**config.mk**
```make
export PLATFORM = sky130hd
export DESIGN_NAME = simd_mem_bridge_flat
export DESIGN_NICKNAME = d
export VERILOG_FILES = /design/src/rtl/simd_mem_pkg.sv /design/src/rtl/simd_mem_bridge_if.sv /design/src/rtl/mem_ret_pipe.sv /design/src/rtl/simd_mem_bridge.sv /design/src/flat_wrapper.sv
export SDC_FILE = /design/constraint.sdc
export NUM_CORES = 2
export LEC_CHECK = 0
export ABC_AREA = 0
export CORE_MARGIN = 2
export CORE_UTILIZATION = 35
export DETAILED_ROUTE_END_ITERATION = 10
export SLEW_MARGIN = 0
export SYNTH_ARGS = -nofsm -noshare
export SYNTH_HDL_FRONTEND = slang
export SYNTH_HIERARCHICAL = 1
export SYNTH_SLANG_ARGS = --single-unit
```
**constraint.sdc**
```tcl
create_clock -name clk -period 91.4 [get_ports clk]
set_clock_uncertainty 0.2 [all_clocks]
set_input_delay 18.28 -clock clk [delete_from_list [all_inputs] [get_ports clk]]
set_output_delay 18.28 -clock clk [all_outputs]
set_load 0.1 [all_outputs]
```
**src/rtl/simd_mem_pkg.sv**
```systemverilog
// Shared types and line/word geometry for the SIMD line-to-word memory bridge.
package simd_mem_pkg;

  typedef enum logic [1:0] {
    IDLE  = 2'd0,
    WRITE = 2'd1,
    READ  = 2'd2,
    DONE  = 2'd3
  } mem_state_t;

  localparam int LINE_WORDS  = 8;
  localparam int LINE_BITS   = 256;
  localparam int LINE_ADDR_W = 14;
  localparam int WORD_ADDR_W = 17;
  localparam int BE_LINE_W   = 32;
  localparam int WORD_W      = 32;
  localparam int BEAT_W      = 3;

endpackage

```
**src/rtl/simd_mem_bridge_if.sv**
```systemverilog
// Processor-side line port plus memory-side word port of the bridge.
interface simd_mem_bridge_if;
  import simd_mem_pkg::*;

  logic [LINE_ADDR_W-1:0] address_RAM;
  logic [BE_LINE_W-1:0]   byteena_RAM;
  logic [LINE_BITS-1:0]   writeData_RAM;
  logic                   rden_RAM;
  logic                   wren_RAM;
  logic [LINE_BITS-1:0]   readData_RAM;
  logic                   mem_stall;
  logic [WORD_ADDR_W-1:0] mem_addr;
  logic [WORD_W-1:0]      mem_wdata;
  logic [3:0]             mem_byteen;
  logic                   mem_wren;
  logic                   mem_rden;
  logic [WORD_W-1:0]      mem_rdata;

  modport slave (
    input  address_RAM, byteena_RAM, writeData_RAM, rden_RAM, wren_RAM, mem_rdata,
    output readData_RAM, mem_stall, mem_addr, mem_wdata, mem_byteen, mem_wren, mem_rden
  );

  modport master (
    output address_RAM, byteena_RAM, writeData_RAM, rden_RAM, wren_RAM, mem_rdata,
    input  readData_RAM, mem_stall, mem_addr, mem_wdata, mem_byteen, mem_wren, mem_rden
  );

endinterface

```
**src/rtl/mem_ret_pipe.sv**
```systemverilog
// Delays {valid, beat index} of each issued read by the memory latency so the
// returning word can be steered into the right slot of the line buffer.
module mem_ret_pipe
  import simd_mem_pkg::*;
#(
  parameter int READ_LATENCY = 1
) (
  input  logic              clk,
  input  logic              reset,
  input  logic              in_valid,
  input  logic [BEAT_W-1:0] in_idx,
  output logic              ret_we,
  output logic [BEAT_W-1:0] ret_idx
);

  logic [READ_LATENCY-1:0]             valid_q, valid_d;
  logic [READ_LATENCY-1:0][BEAT_W-1:0] idx_q, idx_d;

  always_comb begin
    valid_d    = valid_q;
    idx_d      = idx_q;
    valid_d[0] = in_valid;
    idx_d[0]   = in_idx;
    for (int i = 1; i < READ_LATENCY; i++) begin
      valid_d[i] = valid_q[i-1];
      idx_d[i]   = idx_q[i-1];
    end
  end

  always_ff @(posedge clk or posedge reset) begin
    if (reset) begin
      valid_q <= '0;
      idx_q   <= '0;
    end else begin
      valid_q <= valid_d;
      idx_q   <= idx_d;
    end
  end

  assign ret_we  = valid_q[READ_LATENCY-1];
  assign ret_idx = idx_q[READ_LATENCY-1];

endmodule

```
**src/rtl/simd_mem_bridge.sv**
```systemverilog
// Splits 256-bit line reads/writes into eight 32-bit word beats, stalling the
// processor until the whole line has been transferred.
module simd_mem_bridge
  import simd_mem_pkg::*;
#(
  parameter int READ_LATENCY = 1
) (
  input  logic               clk,
  input  logic               reset,
  simd_mem_bridge_if.slave   bus
);

  mem_state_t             state_q, state_d;
  logic [BEAT_W:0]        issue_q, issue_d;
  logic [BEAT_W-1:0]      ret_q, ret_d;
  logic [LINE_ADDR_W-1:0] line_q, line_d;
  logic [BE_LINE_W-1:0]   be_q, be_d;
  logic [LINE_BITS-1:0]   wdata_q, wdata_d;
  logic [LINE_BITS-1:0]   buf_q, buf_d;
  logic [LINE_BITS-1:0]   rdline_q, rdline_d;

  logic                   stall_c;
  logic [WORD_ADDR_W-1:0] addr_c;
  logic [WORD_W-1:0]      wdata_c;
  logic [3:0]             byteen_c;
  logic                   wren_c;
  logic                   rden_c;
  logic                   ret_we;
  logic [BEAT_W-1:0]      ret_idx;

  mem_ret_pipe #(.READ_LATENCY(READ_LATENCY)) u_ret_pipe (
    .clk      (clk),
    .reset    (reset),
    .in_valid (rden_c),
    .in_idx   (issue_q[BEAT_W-1:0]),
    .ret_we   (ret_we),
    .ret_idx  (ret_idx)
  );

  always_comb begin
    state_d  = state_q;
    issue_d  = issue_q;
    ret_d    = ret_q;
    line_d   = line_q;
    be_d     = be_q;
    wdata_d  = wdata_q;
    buf_d    = buf_q;
    rdline_d = rdline_q;
    stall_c  = 1'b0;
    addr_c   = '0;
    wdata_c  = '0;
    byteen_c = '0;
    wren_c   = 1'b0;
    rden_c   = 1'b0;

    case (state_q)
      IDLE: begin
        issue_d = '0;
        ret_d   = '0;
        // A write takes priority; a simultaneous read strobe is discarded.
        if (bus.wren_RAM) begin
          stall_c = 1'b1;
          line_d  = bus.address_RAM;
          be_d    = bus.byteena_RAM;
          wdata_d = bus.writeData_RAM;
          state_d = WRITE;
        end else if (bus.rden_RAM) begin
          stall_c = 1'b1;
          line_d  = bus.address_RAM;
          state_d = READ;
        end
      end
      WRITE: begin
        stall_c  = 1'b1;
        addr_c   = {line_q, issue_q[BEAT_W-1:0]};
        wdata_c  = wdata_q[{issue_q[BEAT_W-1:0], 5'd0} +: WORD_W];
        byteen_c = be_q[{issue_q[BEAT_W-1:0], 2'd0} +: 4];
        // Empty beats still take their slot so write latency never varies.
        wren_c   = |byteen_c;
        issue_d  = issue_q + 1'b1;
        if (issue_q[BEAT_W-1:0] == 3'd7) state_d = DONE;
      end
      READ: begin
        stall_c = 1'b1;
        if (!issue_q[BEAT_W]) begin
          rden_c  = 1'b1;
          addr_c  = {line_q, issue_q[BEAT_W-1:0]};
          issue_d = issue_q + 1'b1;
        end
        if (ret_we) begin
          buf_d[{ret_idx, 5'd0} +: WORD_W] = bus.mem_rdata;
          ret_d = ret_q + 1'b1;
          // Publish the line only once complete so readData_RAM never shows a mix.
          if (ret_q == 3'd7) begin
            rdline_d = buf_d;
            state_d  = DONE;
          end
        end
      end
      DONE: state_d = IDLE;
      default: state_d = IDLE;
    endcase
  end

  always_ff @(posedge clk or posedge reset) begin
    if (reset) begin
      state_q  <= IDLE;
      issue_q  <= '0;
      ret_q    <= '0;
      line_q   <= '0;
      be_q     <= '0;
      wdata_q  <= '0;
      buf_q    <= '0;
      rdline_q <= '0;
    end else begin
      state_q  <= state_d;
      issue_q  <= issue_d;
      ret_q    <= ret_d;
      line_q   <= line_d;
      be_q     <= be_d;
      wdata_q  <= wdata_d;
      buf_q    <= buf_d;
      rdline_q <= rdline_d;
    end
  end

  assign bus.readData_RAM = rdline_q;
  assign bus.mem_stall    = stall_c;
  assign bus.mem_addr     = addr_c;
  assign bus.mem_wdata    = wdata_c;
  assign bus.mem_byteen   = byteen_c;
  assign bus.mem_wren     = wren_c;
  assign bus.mem_rden     = rden_c;

endmodule

```
**src/flat_wrapper.sv**
```systemverilog
// flat-port wrapper written by rule: the top's interface ports become plain ports
module simd_mem_bridge_flat import simd_mem_pkg::*;
#(
  parameter int READ_LATENCY = 1
)
  (clk, reset, bus_address_RAM, bus_byteena_RAM, bus_writeData_RAM, bus_rden_RAM, bus_wren_RAM, bus_mem_rdata, bus_readData_RAM, bus_mem_stall, bus_mem_addr, bus_mem_wdata, bus_mem_byteen, bus_mem_wren, bus_mem_rden);
  simd_mem_bridge_if bus_i ();
  input  logic clk;
  input  logic reset;
  input wire logic [$bits(bus_i.address_RAM)-1:0] bus_address_RAM;
  input wire logic [$bits(bus_i.byteena_RAM)-1:0] bus_byteena_RAM;
  input wire logic [$bits(bus_i.writeData_RAM)-1:0] bus_writeData_RAM;
  input wire logic [$bits(bus_i.rden_RAM)-1:0] bus_rden_RAM;
  input wire logic [$bits(bus_i.wren_RAM)-1:0] bus_wren_RAM;
  input wire logic [$bits(bus_i.mem_rdata)-1:0] bus_mem_rdata;
  output wire logic [$bits(bus_i.readData_RAM)-1:0] bus_readData_RAM;
  output wire logic [$bits(bus_i.mem_stall)-1:0] bus_mem_stall;
  output wire logic [$bits(bus_i.mem_addr)-1:0] bus_mem_addr;
  output wire logic [$bits(bus_i.mem_wdata)-1:0] bus_mem_wdata;
  output wire logic [$bits(bus_i.mem_byteen)-1:0] bus_mem_byteen;
  output wire logic [$bits(bus_i.mem_wren)-1:0] bus_mem_wren;
  output wire logic [$bits(bus_i.mem_rden)-1:0] bus_mem_rden;
  assign bus_i.address_RAM = bus_address_RAM;
  assign bus_i.byteena_RAM = bus_byteena_RAM;
  assign bus_i.writeData_RAM = bus_writeData_RAM;
  assign bus_i.rden_RAM = bus_rden_RAM;
  assign bus_i.wren_RAM = bus_wren_RAM;
  assign bus_i.mem_rdata = bus_mem_rdata;
  assign bus_readData_RAM = bus_i.readData_RAM;
  assign bus_mem_stall = bus_i.mem_stall;
  assign bus_mem_addr = bus_i.mem_addr;
  assign bus_mem_wdata = bus_i.mem_wdata;
  assign bus_mem_byteen = bus_i.mem_byteen;
  assign bus_mem_wren = bus_i.mem_wren;
  assign bus_mem_rden = bus_i.mem_rden;
  simd_mem_bridge #(.READ_LATENCY(READ_LATENCY)) u_core (.clk(clk), .reset(reset), .bus(bus_i));
endmodule
```
==> summary.txt <==
Pwr
  – Sw frac: 0.3515
  – Power Density: ~29 nW/um^2
  – Leakage Power: around 18 nW
  – Comb pwr share: 0.332
  – Flop pwr share: 0.377
  – Worst vdd ir: around 0.023 mV
  – Internal: just under 0.9 mW
  – Psw: roughly 0.47 mW
  – Clock power frac: 0.291

Placed design
  – DPL Wire Length: between 70000 and 80000 um
  – Port bufs: ~650
  – Inst Count DP: 4794
  – RD Place Congestion: 0.7929

Setup path
  – Reg-to-reg critical path startpoint: u_core/u_ret_pipe/ret_idx[1]
  – WS Path Type: input pin to output port
  – Reg2Reg Setup Slack: around 87000 ps
  – Worst setup SP type: input pin
  – CP Max Fanout: 15
  – Worst path slowest cell: o21ai_1
  – Dominant delay contributor by cell family on the critical path: buffers and inverters
  – Crit-path max cell delay: slightly above 1000 ps
  – Worst r2r path cells: 7
  – FF-to-FF End: u_core/buf_q[112]
  – Cell repeated most along the worst path: clkdlybuf4s50_1
  – Worst path arrival time: approximately 21000 ps
  – Required @ worst endpoint: 72920 ps
  – Crit. End Element: output port
  – Crit path buffers/inverters: 2
  – Critical Path, Cell by Cell: clkdlybuf4s50_1, o21ai_1, a21oi_1, clkdlybuf4s50_1

Min path
  – Hold path start: u_core/issue_q[2]
  – Cell count of the worst hold path: 0
  – Hold Path End: u_core/u_ret_pipe/ret_idx[2]
  – Hold/Removal Path Class: flop to flop

CTS
  – Max clock buf depth: 3
  – Hold_buf cts: 0
  – Clock slew at reported path FFs: ~60 ps
  – Clock sink total: 827
  – Worst-Skew Late Latency: 670 ps
  – H-tree level count: 3
  – CTS root buf: clkbuf_16
  – Post-CTS Setup Repair Bufs: 0
  – TritonCTS Buffers: 96
  – Post_cts resized: 0
  – CTS tree: yes

Route
  – Via-per-instance ratio: 5.266
  – DR iter-0 viols: between 1500 and 2000
  – ANT nets after route: 0
  – DR vias: 26230
  – Pre-Repair DR Iteration Count: 5
  – Residual DRC: 0
  – Final WL: 115500 um
  – Routed WL per cell: about 23 um

Synthesis
  – Sequential element share of the synthesized area: 0.5692
  – Unique cell type count in the Yosys netlist: 46
  – Syn. warnings: 6
  – Post-Syn Nets: around 3400
  – Area of the mapped netlist: 36360 sq um
  – Main synth FF type: dfrtp_1
  – Yosys reg bits: roughly 830
  – FFs w/ async S/R, synth: 1.000
  – Post-synth EDFFs: 0
  – Avg Cell Area, Syn: 12.06 sq um
  – Post-Syn Instances: 3014

STA
  – RSZ-0062 raised after global routing: no
  – Final Cycle Share: 0.4322
  – Slew Viols, Final: 0
  – Fmax: around 25 MHz
  – Final setup fails: 0
  – Slew at the pin closest to its max-slew limit: 1268 ps
  – Final hold violations: 0
  – Fin crit period: between 30000 and 40000 ps
  – Setup TNS: 0 ps
  – Rel. slew slack: 0.1487

Global route
  – Largest net degree at the start of global routing: 222
  – Met2 Track Usage GR: 0.3445
  – Met3 usage: 0.07991
  – GRT Resource Usage Total: 0.2131
  – GR Util met1: 0.2685
  – Global-route wire length before repair: roughly 170000 um
  – Antenna violations before repair: 29
  – Number of global-route vias before repair: roughly 26000
  – Congestion Overflow GR: 0
  – Grt peak-use layer: met2

Cells and area
  – Non-Filler Instances: about 5000
  – Fin nets: slightly below 4000
  – Layout cells sized above 1: 0.2315
  – Area grow syn2layout: 29.58%

Die
  – Rows: approximately 120
  – Initial Util: 0.3518
  – Top Ports: 650
  – Die Span Y: 326.3 um
  – Core area: 103300 sq um
  – Die Width: roughly 330 um
  – Die area: 106500 sq um

Outcome
  – Status: complete, no violations

Run
  – Max-Cap Viols: 0
==> Yosys cell counts, types with 2 or more instances <==
| master | count | area [sq um] |
|---|---|---|
| or2_2 | 27 | 168.9 |
| nand2_1 | 141 | 529.3 |
| buf_6 | 2 | 22.52 |
| nor2_1 | 292 | 1096 |
| clkbuf_1 | 218 | 818.3 |
| buf_1 | 20 | 75.07 |
| o31ai_1 | 65 | 488.0 |
| nand2b_1 | 3 | 18.77 |
| mux2_1 | 7 | 78.83 |
| a31oi_1 | 216 | 1351 |
| mux4_2 | 72 | 1622 |
| o21ai_0 | 214 | 1071 |
| buf_4 | 7 | 52.55 |
| ha_1 | 14 | 175.2 |
| inv_1 | 12 | 45.04 |
| nand3_1 | 114 | 570.6 |
| nor4bb_1 | 2 | 20.02 |
| a21oi_1 | 42 | 210.2 |
| buf_2 | 46 | 230.2 |
| and2_1 | 22 | 137.6 |
| nand4_1 | 66 | 412.9 |
| dfrtp_1 | 827 | 20690 |
| mux2i_1 | 75 | 750.7 |
| nor4b_4 | 2 | 47.55 |
| a22o_1 | 2 | 17.52 |
| nor2b_1 | 2 | 12.51 |
| mux2_2 | 485 | 5461 |
==> cells by family after synthesis <==
group / Yosys count / share of synthesized area
and+or+nand+nor: 680 / 0.08566
DFF: 827 / 0.5692
adders and majority gates: 14 / 0.004818
muxes: 639 / 0.2176
buffers and inverters: 306 / 0.03431
xor gates and xnor gates: 1 / 0.0002409
AOI/OAI and AO/OA: 547 / 0.08813
==> final cells by class <==
cell class                 instances  area, sq um
timing repair buffer             693         6827
antenna                           11        27.53
clock inverter                    30        345.3
sequential                       827        20700
clock buffer                     146         2882
inverter                          13        56.30
tap                             1380         1727
multi-input combinational       1881        14540
fill                            9613        56240
==> worst max path at each step <==
stage | from | to | depth (start not counted) | slack (ps)
finish | bus_wren_RAM | bus_mem_stall | 4 | 51890
detailed placement | bus_wren_RAM | bus_mem_stall | 4 | 51900
global placement | bus_wren_RAM | bus_mem_stall | 4 | 51880
floorplan | reset | u_core/be_q[0] | 1 | 49800
global route | bus_wren_RAM | bus_mem_stall | 4 | 51770
CTS | bus_wren_RAM | bus_mem_stall | 4 | 51890
==> layer usage <==
layer,wire [um],vias up
li1,-,11890
met1,47210,13360
met2,55270,785
met3,10360,171
met4,2478,28
met5,198,-
==> placed cells by master (no fill, tap or decap), types with 27 or more instances in the layout <==
master,netlist,final
mux4_2,72,72
or2_2,27,27
clkdlybuf4s50_1,0,629
dfrtp_1,827,823
buf_4,7,60
a31oi_1,216,216
clkbuf_16,0,97
o21ai_0,214,214
nand2_1,141,139
clkbuf_8,0,27
nand4_1,66,66
nand3_1,114,113
a21oi_1,42,42
mux2i_1,75,75
mux2_2,485,485
o31ai_1,65,65
nor2_1,292,290
==> power groups by stage <==
stage	Combinational, mW	Sequential, mW	Clock [mW]
2_1_floorplan	0.341	0.495	0
3_3_place_gp	0.443	0.510	0
3_5_place_dp	0.448	0.513	0
4_1_cts	0.449	0.507	0.402
5_1_grt	0.476	0.518	0.417
6_report	0.446	0.507	0.391
==> state kept, by name (all words and copies together) (netlist names) <==
| register | flops |
|---|---|
| u_core/be_q | 32 |
| u_core/buf_q | 256 |
| u_core/bus.readData_RAM | 256 |
| u_core/issue_q | 4 |
| u_core/line_q | 14 |
| u_core/ret_q | 3 |
| u_core/state_q | 2 |
| u_core/u_ret_pipe/ret_idx | 3 |
| u_core/u_ret_pipe/ret_we | 1 |
| u_core/wdata_q | 256 |
==> through the flow <==
step                utilization  total power, mW  area, sq um  hold WS, ps  setup WS (ps)
floorplan                     -           0.8357        36360        172.6          49800
global placement         0.4244           0.9526        43860        263.2          51880
detailed placement       0.4244           0.9605        43860        261.8          51900
CTS                      0.4556            1.358        47080        280.6          51890
global route             0.4558            1.411        47100        297.8          51770
finish                   0.4558            1.344        47110        279.0          51890
No activity file was read; power rests on OpenSTA's default activity.
